==> src/rtl/pll_lock_seq.sv <==
// rtl/pll_lock_seq.sv - PLL reset/lock sequencer with lock debounce, timeout retry and system reset hold
module pll_lock_seq #(
  parameter int RST_CYCLES   = 16,
  parameter int LOCK_TIMEOUT = 4096,
  parameter int LOCK_STABLE  = 256,
  parameter int MAX_RETRY    = 3
) (
  input  logic       clk,
  input  logic       reset,
  input  logic       pll_lock,
  input  logic       restart,
  output logic       pll_reset,
  output logic       sys_reset,
  output logic       ready,
  output logic       fail,
  output logic       lock_lost,
  output logic [3:0] retry_cnt
);

  localparam int MAX_A = (RST_CYCLES > LOCK_TIMEOUT) ? RST_CYCLES : LOCK_TIMEOUT;
  localparam int MAX_C = (MAX_A > LOCK_STABLE) ? MAX_A : LOCK_STABLE;
  localparam int CW    = $clog2(MAX_C);

  localparam logic [CW-1:0] RST_LAST    = CW'(RST_CYCLES - 1);
  localparam logic [CW-1:0] TIMEOUT_LAST = CW'(LOCK_TIMEOUT - 1);
  localparam logic [CW-1:0] STABLE_LAST = CW'(LOCK_STABLE - 1);
  localparam logic [3:0]    RETRY_MAX   = 4'(MAX_RETRY);

  typedef enum logic [2:0] {
    S_HOLD,
    S_WAIT_LOCK,
    S_STABLE,
    S_RUN,
    S_FAIL
  } state_t;

  state_t        state_q, state_d;
  logic [CW-1:0] cnt_q, cnt_d;
  logic [3:0]    retry_q, retry_d;
  logic          lost_q, lost_d;
  logic          sync1_q, sync2_q;
  logic          pll_reset_q, pll_reset_d;
  logic          sys_reset_q, sys_reset_d;
  logic          ready_q, ready_d;
  logic          fail_q, fail_d;
  logic          lock_s;

  assign lock_s = sync2_q;

  always_comb begin
    state_d = state_q;
    retry_d = retry_q;
    lost_d  = lost_q;
    if (restart) begin
      state_d = S_HOLD;
      retry_d = 4'd0;
      lost_d  = 1'b0;
    end else begin
      case (state_q)
        S_HOLD: begin
          if (cnt_q == RST_LAST) state_d = S_WAIT_LOCK;
        end
        S_WAIT_LOCK: begin
          // A lock seen on the final timeout cycle still wins over the retry.
          if (lock_s) begin
            state_d = S_STABLE;
          end else if (cnt_q == TIMEOUT_LAST) begin
            if (retry_q < RETRY_MAX) begin
              retry_d = retry_q + 4'd1;
              state_d = S_HOLD;
            end else begin
              state_d = S_FAIL;
            end
          end
        end
        S_STABLE: begin
          if (!lock_s) state_d = S_WAIT_LOCK;
          else if (cnt_q == STABLE_LAST) state_d = S_RUN;
        end
        S_RUN: begin
          if (!lock_s) begin
            lost_d  = 1'b1;
            retry_d = 4'd0;
            state_d = S_HOLD;
          end
        end
        S_FAIL: state_d = S_FAIL;
        default: state_d = S_HOLD;
      endcase
    end

    // Restart re-arms the counter even when already in HOLD so a full hold follows.
    if (restart || (state_d != state_q) || (state_q == S_RUN) || (state_q == S_FAIL))
      cnt_d = '0;
    else
      cnt_d = cnt_q + 1'b1;

    pll_reset_d = (state_d == S_HOLD) || (state_d == S_FAIL);
    sys_reset_d = (state_d != S_RUN);
    ready_d     = (state_d == S_RUN);
    fail_d      = (state_d == S_FAIL);
  end

  always_ff @(posedge clk or posedge reset) begin
    if (reset) begin
      state_q     <= S_HOLD;
      cnt_q       <= '0;
      retry_q     <= 4'd0;
      lost_q      <= 1'b0;
      sync1_q     <= 1'b0;
      sync2_q     <= 1'b0;
      pll_reset_q <= 1'b1;
      sys_reset_q <= 1'b1;
      ready_q     <= 1'b0;
      fail_q      <= 1'b0;
    end else begin
      state_q     <= state_d;
      cnt_q       <= cnt_d;
      retry_q     <= retry_d;
      lost_q      <= lost_d;
      sync1_q     <= pll_lock;
      sync2_q     <= sync1_q;
      pll_reset_q <= pll_reset_d;
      sys_reset_q <= sys_reset_d;
      ready_q     <= ready_d;
      fail_q      <= fail_d;
    end
  end

  assign pll_reset = pll_reset_q;
  assign sys_reset = sys_reset_q;
  assign ready     = ready_q;
  assign fail      = fail_q;
  assign lock_lost = lost_q;
  assign retry_cnt = retry_q;

endmodule

==> config.mk <==
export PLATFORM = sky130hd
export DESIGN_NAME = pll_lock_seq
export DESIGN_NICKNAME = d
export VERILOG_FILES = /design/src/rtl/pll_lock_seq.sv
export SDC_FILE = /design/constraint.sdc
export NUM_CORES = 1
export LEC_CHECK = 0
export CORE_UTILIZATION = 35
export CTS_CLUSTER_DIAMETER = 30
export DETAILED_ROUTE_END_ITERATION = 7
export PLACE_DENSITY = 0.61
export SYNTH_ARGS = -nofsm -noshare
export SYNTH_HDL_FRONTEND = slang
export SYNTH_SLANG_ARGS = --single-unit
==> constraint.sdc <==
create_clock -name clk -period 3.5 [get_ports clk]
set_input_delay 0.7 -clock clk [delete_from_list [all_inputs] [get_ports clk]]
set_output_delay 0.7 -clock clk [all_outputs]
set_load 0.01 [all_outputs]
======== Yosys cells after proc, flatten, opt, wreduce, memory -nomap -nowiden ========
Cells that the tools add are included.
word-level totals
  word-level logic and storage cells ...... 58
  register bits after elaboration ......... 26
  output and inout bits ................... 9
  input port bits ......................... 4
operators by class
  order comparisons ....................... 1
  multiplexer cells ....................... 19
  reductions and logical operators ........ 10
  add/subtract/negate cells ............... 2
  equal/unequal tests ..................... 16
operators by type and width
  operator                 number
  $mux W3                  8
  $mux W4                  5
  $pmux W3 S5              1
  $add A12 B1 Y12 const B  1
  $eq A12 B12 Y1 const B   1
  $eq A12 B4 Y1 const B    1
  $eq A12 B8 Y1 const B    1
  $mux W12                 1
  $ne A3 B3 Y1 const B     4
  $eq A3 B2 Y1 const B     3
  $pmux W4 S2              1
  $eq A3 B3 Y1 const B     2
  $logic_not A3 Y1         2
  $reduce_and A5 Y1        1
  $add A4 B1 Y4 const B    1
  $logic_or A1 B1 Y1       4
  $lt A4 B2 Y1 const B     1
  $eq A3 B1 Y1 const B     1
  $mux W1                  3
  $ne A3 B2 Y1 const B     1
  $ne A3 B3 Y1             1
  $reduce_bool A3 Y1       1
  $ne A2 B2 Y1 const B     1
  $reduce_and A2 Y1        1
  $reduce_bool A2 Y1       1

======== Longest topological paths before layout ========
  word-level depth ........................ 11
  gate-level depth with buffers ........... 6
  mapped depth without buffers ............ 6

======== Worst setup path after synthesis ========
Ideal clock, no wire load.
  path kind ............................... input to register
  start point ............................. input port restart
  end point ............................... register cnt_q[1]
  stages .................................. 4
  arrival ................................. 1.738 ns
  library setup time ...................... 0.090 ns
  setup slack ............................. 1.672 ns
  data required time ...................... 3.410 ns
  path buffers ............................ 1
  cell sequence ........................... clkbuf_1 -> a2111oi_0 -> nand3_1 -> nor3b_1
between the ends
  longest elaborated chain between the ends .. 6
ends and longest elaborated chain
  item                                line  RTL
  from (decl)                         11    input logic restart,
  $mux W3                             54    if (restart) begin
  $ne A3 B3 Y1                        93    if (restart || (state_d != state_q) || (state_q == S_RUN) || (state_q == S_FAIL))
  $logic_or A1 B1 Y1 * (3 in series)  93
  $mux W12 *                          93
  net cnt_d[1]                        38    logic [CW-1:0] cnt_q, cnt_d;
  to (signal assigned)                118   cnt_q <= cnt_d;
  to (decl)                           38
The timed path passes the listed nets; every way through them passes the cells marked *.
A chain may end at the register's enable or synchronous reset.

======== Final worst setup path ========
Ends and elaborated chain as after synthesis.

==> key figures <==
Worst setup path
  – R2R Setup Slk: 1.42 ns
  – Startpoint types: input pin
  – FF-to-FF Start: cnt_q[10]
  – CP max stage delay: 0.58 ns
  – Worst-path cell chain: clkdlybuf4s50_1, a2111oi_0, nand3_1, nor3b_1
  – Worst setup path end: cnt_q[1]
  – CP endpoint kind: flip-flop
  – Reg-to-Reg End: cnt_q[1]
  – CP Buf/Inv Count: 1
  – CP Depth: 4
  – Crit path launch: restart
  – CP Data Required Time: 3.75 ns
  – Path depth of the worst reg2reg path: 5
  – Crit path DAT: 2.47 ns
  – Crit Path Category: input pin to flip-flop
  – Crit-path max FO: 10
  – Critical path's slowest cell: clkdlybuf4s50_1
  – Delay-heaviest family, CP: simple AND/OR/NAND/NOR gates

Yosys
  – Synthesized instance count: 121
  – Syn_area_per_cell: 10.31 um2
  – Async SR Flop Fraction: 1.000
  – Synth Net Count: 127
  – #FFs+latches synth: 26
  – Post-synth top flop: dfrtp_1
  – Synth Warn #: 0
  – Seq/Total Area, Yosys: 0.5236
  – Synth cell types: 34
  – Number of enable flip-flop cells after synthesis: 0
  – Post-Syn Area: 1247 um2

Timing
  – FMAX: 0.4498 GHz
  – Final hold vios: 0
  – Minimum clock period: 2.223 ns
  – Unrepaired setup endpoints after global routing: false
  – Hold Worst Slack: 0.3796 ns
  – Slew Limit Fails: 0
  – Slew @ Worst Pin: 0.9704 ns
  – Final WS setup: 1.277 ns
  – Setup TNS: 0 ns
  – Slew HR: 0.3524
  – Final setup fails: 0
  – Clock skew: 0.0007404 ns
  – Fin crit share: 0.6352

Clocking
  – TritonCTS buffer count: 3
  – Clk sink count: 26
  – Clk Latency, worst-skew pair: 0.32 ns
  – CTS tree: yes
  – H-tree depth: 1
  – Worst-path clk slew: 0.14 ns
  – Clock Path Buffers: 2
  – Post-cts resize count: 0
  – Post-CTS Setup Bufs: 0
  – Cts hold-fix bufs: 0
  – Clock Tree Root: clkbuf_4

Power and ir drop
  – Static leakage: 0.6000 nW
  – Total Power: 0.5505 mW
  – VDD IR max: 0.0001972 V
  – PwrDens: 378.3 nW/um2

Drt
  – DRT Wirelength: 2.296 mm
  – DRC errors left: 0
  – Post-DRT Antenna Nets: 0
  – WL/cell: 12.90 um
  – TritonRoute pass-1 iters: 4
  – Vias: 928
  – Via density: 5.213
  – Initial drt markers: 16

Placement
  – Pre-CTS WS: 0.9315 ns
  – Final Wtd Congestion: 0.7859
  – HPWL after DPL: 1.667 mm
  – # port buffers: 12

Cells and area
  – Share of post-route cells with drive strength above 1: 0.09848
  – Layout area overhead: 16.65%
  – ANT cells: 0
  – Nets: 139

Global route
  – Antenna violations before repair: 0
  – Number of global-route vias before repair: 902
  – Largest net degree at the start of global routing: 27
  – Overall routing resource usage: 0.1467
  – Grt total ovfl: 0
  – First-pass GRT wire length: 4.022 mm

Die
  – Rows: 21
  – Die area: 3807 um2
  – IO Count: 13
  – Chip height: 61.70 um
  – Die X-Extent: 61.70 um
  – Core box area: 3363 um2
  – Initial Util: 0.3709

Status
  – Status: completed

Flow run
  – MaxCap Viol Count: 0

Worst hold path
  – HP Class: flip-flop to flip-flop
flip-flops by register name, indices dropped and copies added (netlist names):
name,flops
cnt_q,12
state_q,3
fail,1
retry_cnt,4
lock_s,1
sync1_q,1
lock_lost,1
sys_reset,1
pll_reset,1
ready,1
stage by stage:
stage | area, um2 | util | std cells
3_3_place_gp | 1403 | 0.4170 | 174
5_1_grt | 1455 | 0.4327 | 178
2_1_floorplan | 1247 | - | 121
3_5_place_dp | 1403 | 0.4170 | 174
6_report | 1455 | 0.4327 | 178
4_1_cts | 1455 | 0.4327 | 178
area by class of cell:
| type | count | area (um2) |
|---|---|---|
| well taps | 46 | 57.56 |
| clock buffers | 3 | 22.52 |
| inverters | 5 | 18.77 |
| multi-input cells | 85 | 553.0 |
| clock inverters | 1 | 30.03 |
| flip-flops and latches | 26 | 653.1 |
| repair buffers | 12 | 120.1 |
| fillers | 332 | 1908 |
cell families after synthesis:
family / after synthesis / share of synthesized area
xor+xnor: 10 / 0.07021
buf+inv: 10 / 0.03309
fa+ha+maj: 2 / 0.02006
compound gates: 13 / 0.07924
flops: 26 / 0.5236
simple gates: 60 / 0.2738
power by group:
| part | switching, mW | total (mW) | internal, mW | leakage [nW] |
|---|---|---|---|---|
| sequential | 0.00588 | 0.313 | 0.307 | 0.348 |
| combinational | 0.0168 | 0.0302 | 0.0134 | 0.224 |
| clock | 0.0919 | 0.208 | 0.116 | 0.0279 |
| total | 0.115 | 0.551 | 0.436 | 0.600 |
routing by layer:
metal  vias up  global-route usage  wire length [um]
met5         -                   0                 0
met1       462              0.2037              1070
li1        446                   -                 -
met2        14              0.2304              1117
met3         6             0.02070                61
met4         0             0.06349                46
worst reg2reg max path: cells and delay by family, from the launching register on:
family             cells  cell delay, ns
DFF                    1            0.45
AOI/OAI and AO/OA      2            0.82
and+or+nand+nor        3            0.71
synth_stat cells, types with 3 or more instances:
master / number / area (um2)
nand3_1: 8 / 40.04
nor2_1: 12 / 45.04
nand2_1: 10 / 37.54
xor2_1: 4 / 35.03
inv_1: 4 / 15.01
nor3_1: 10 / 50.05
xnor2_1: 6 / 52.55
a21oi_1: 4 / 20.02
dfrtp_1: 24 / 600.6
buf_2: 3 / 15.01
and2_1: 3 / 18.77
how the worst min path moves through the flow:
stage          startpoint  endpoint  cells past startpoint
6_report          sync1_q    lock_s                      0
5_1_grt           sync1_q    lock_s                      0
4_1_cts           sync1_q    lock_s                      0
3_5_place_dp      sync1_q    lock_s                      0
3_3_place_gp      sync1_q    lock_s                      0
2_1_floorplan     sync1_q    lock_s                      0
cell usage in the layout, fill, tap and decap left out, types with 3 or more instances in the layout:
cell / netlist / routed
dfrtp_1: 24 / 24
nor2_1: 12 / 12
clkdlybuf4s50_1: 0 / 12
nand2_1: 10 / 10
nor3_1: 10 / 10
nand3_1: 8 / 8
xnor2_1: 6 / 6
a21oi_1: 4 / 4
inv_1: 4 / 4
xor2_1: 4 / 4
and2_1: 3 / 3
clkbuf_4: 0 / 3
No activity file was read; power rests on OpenSTA's default activity.
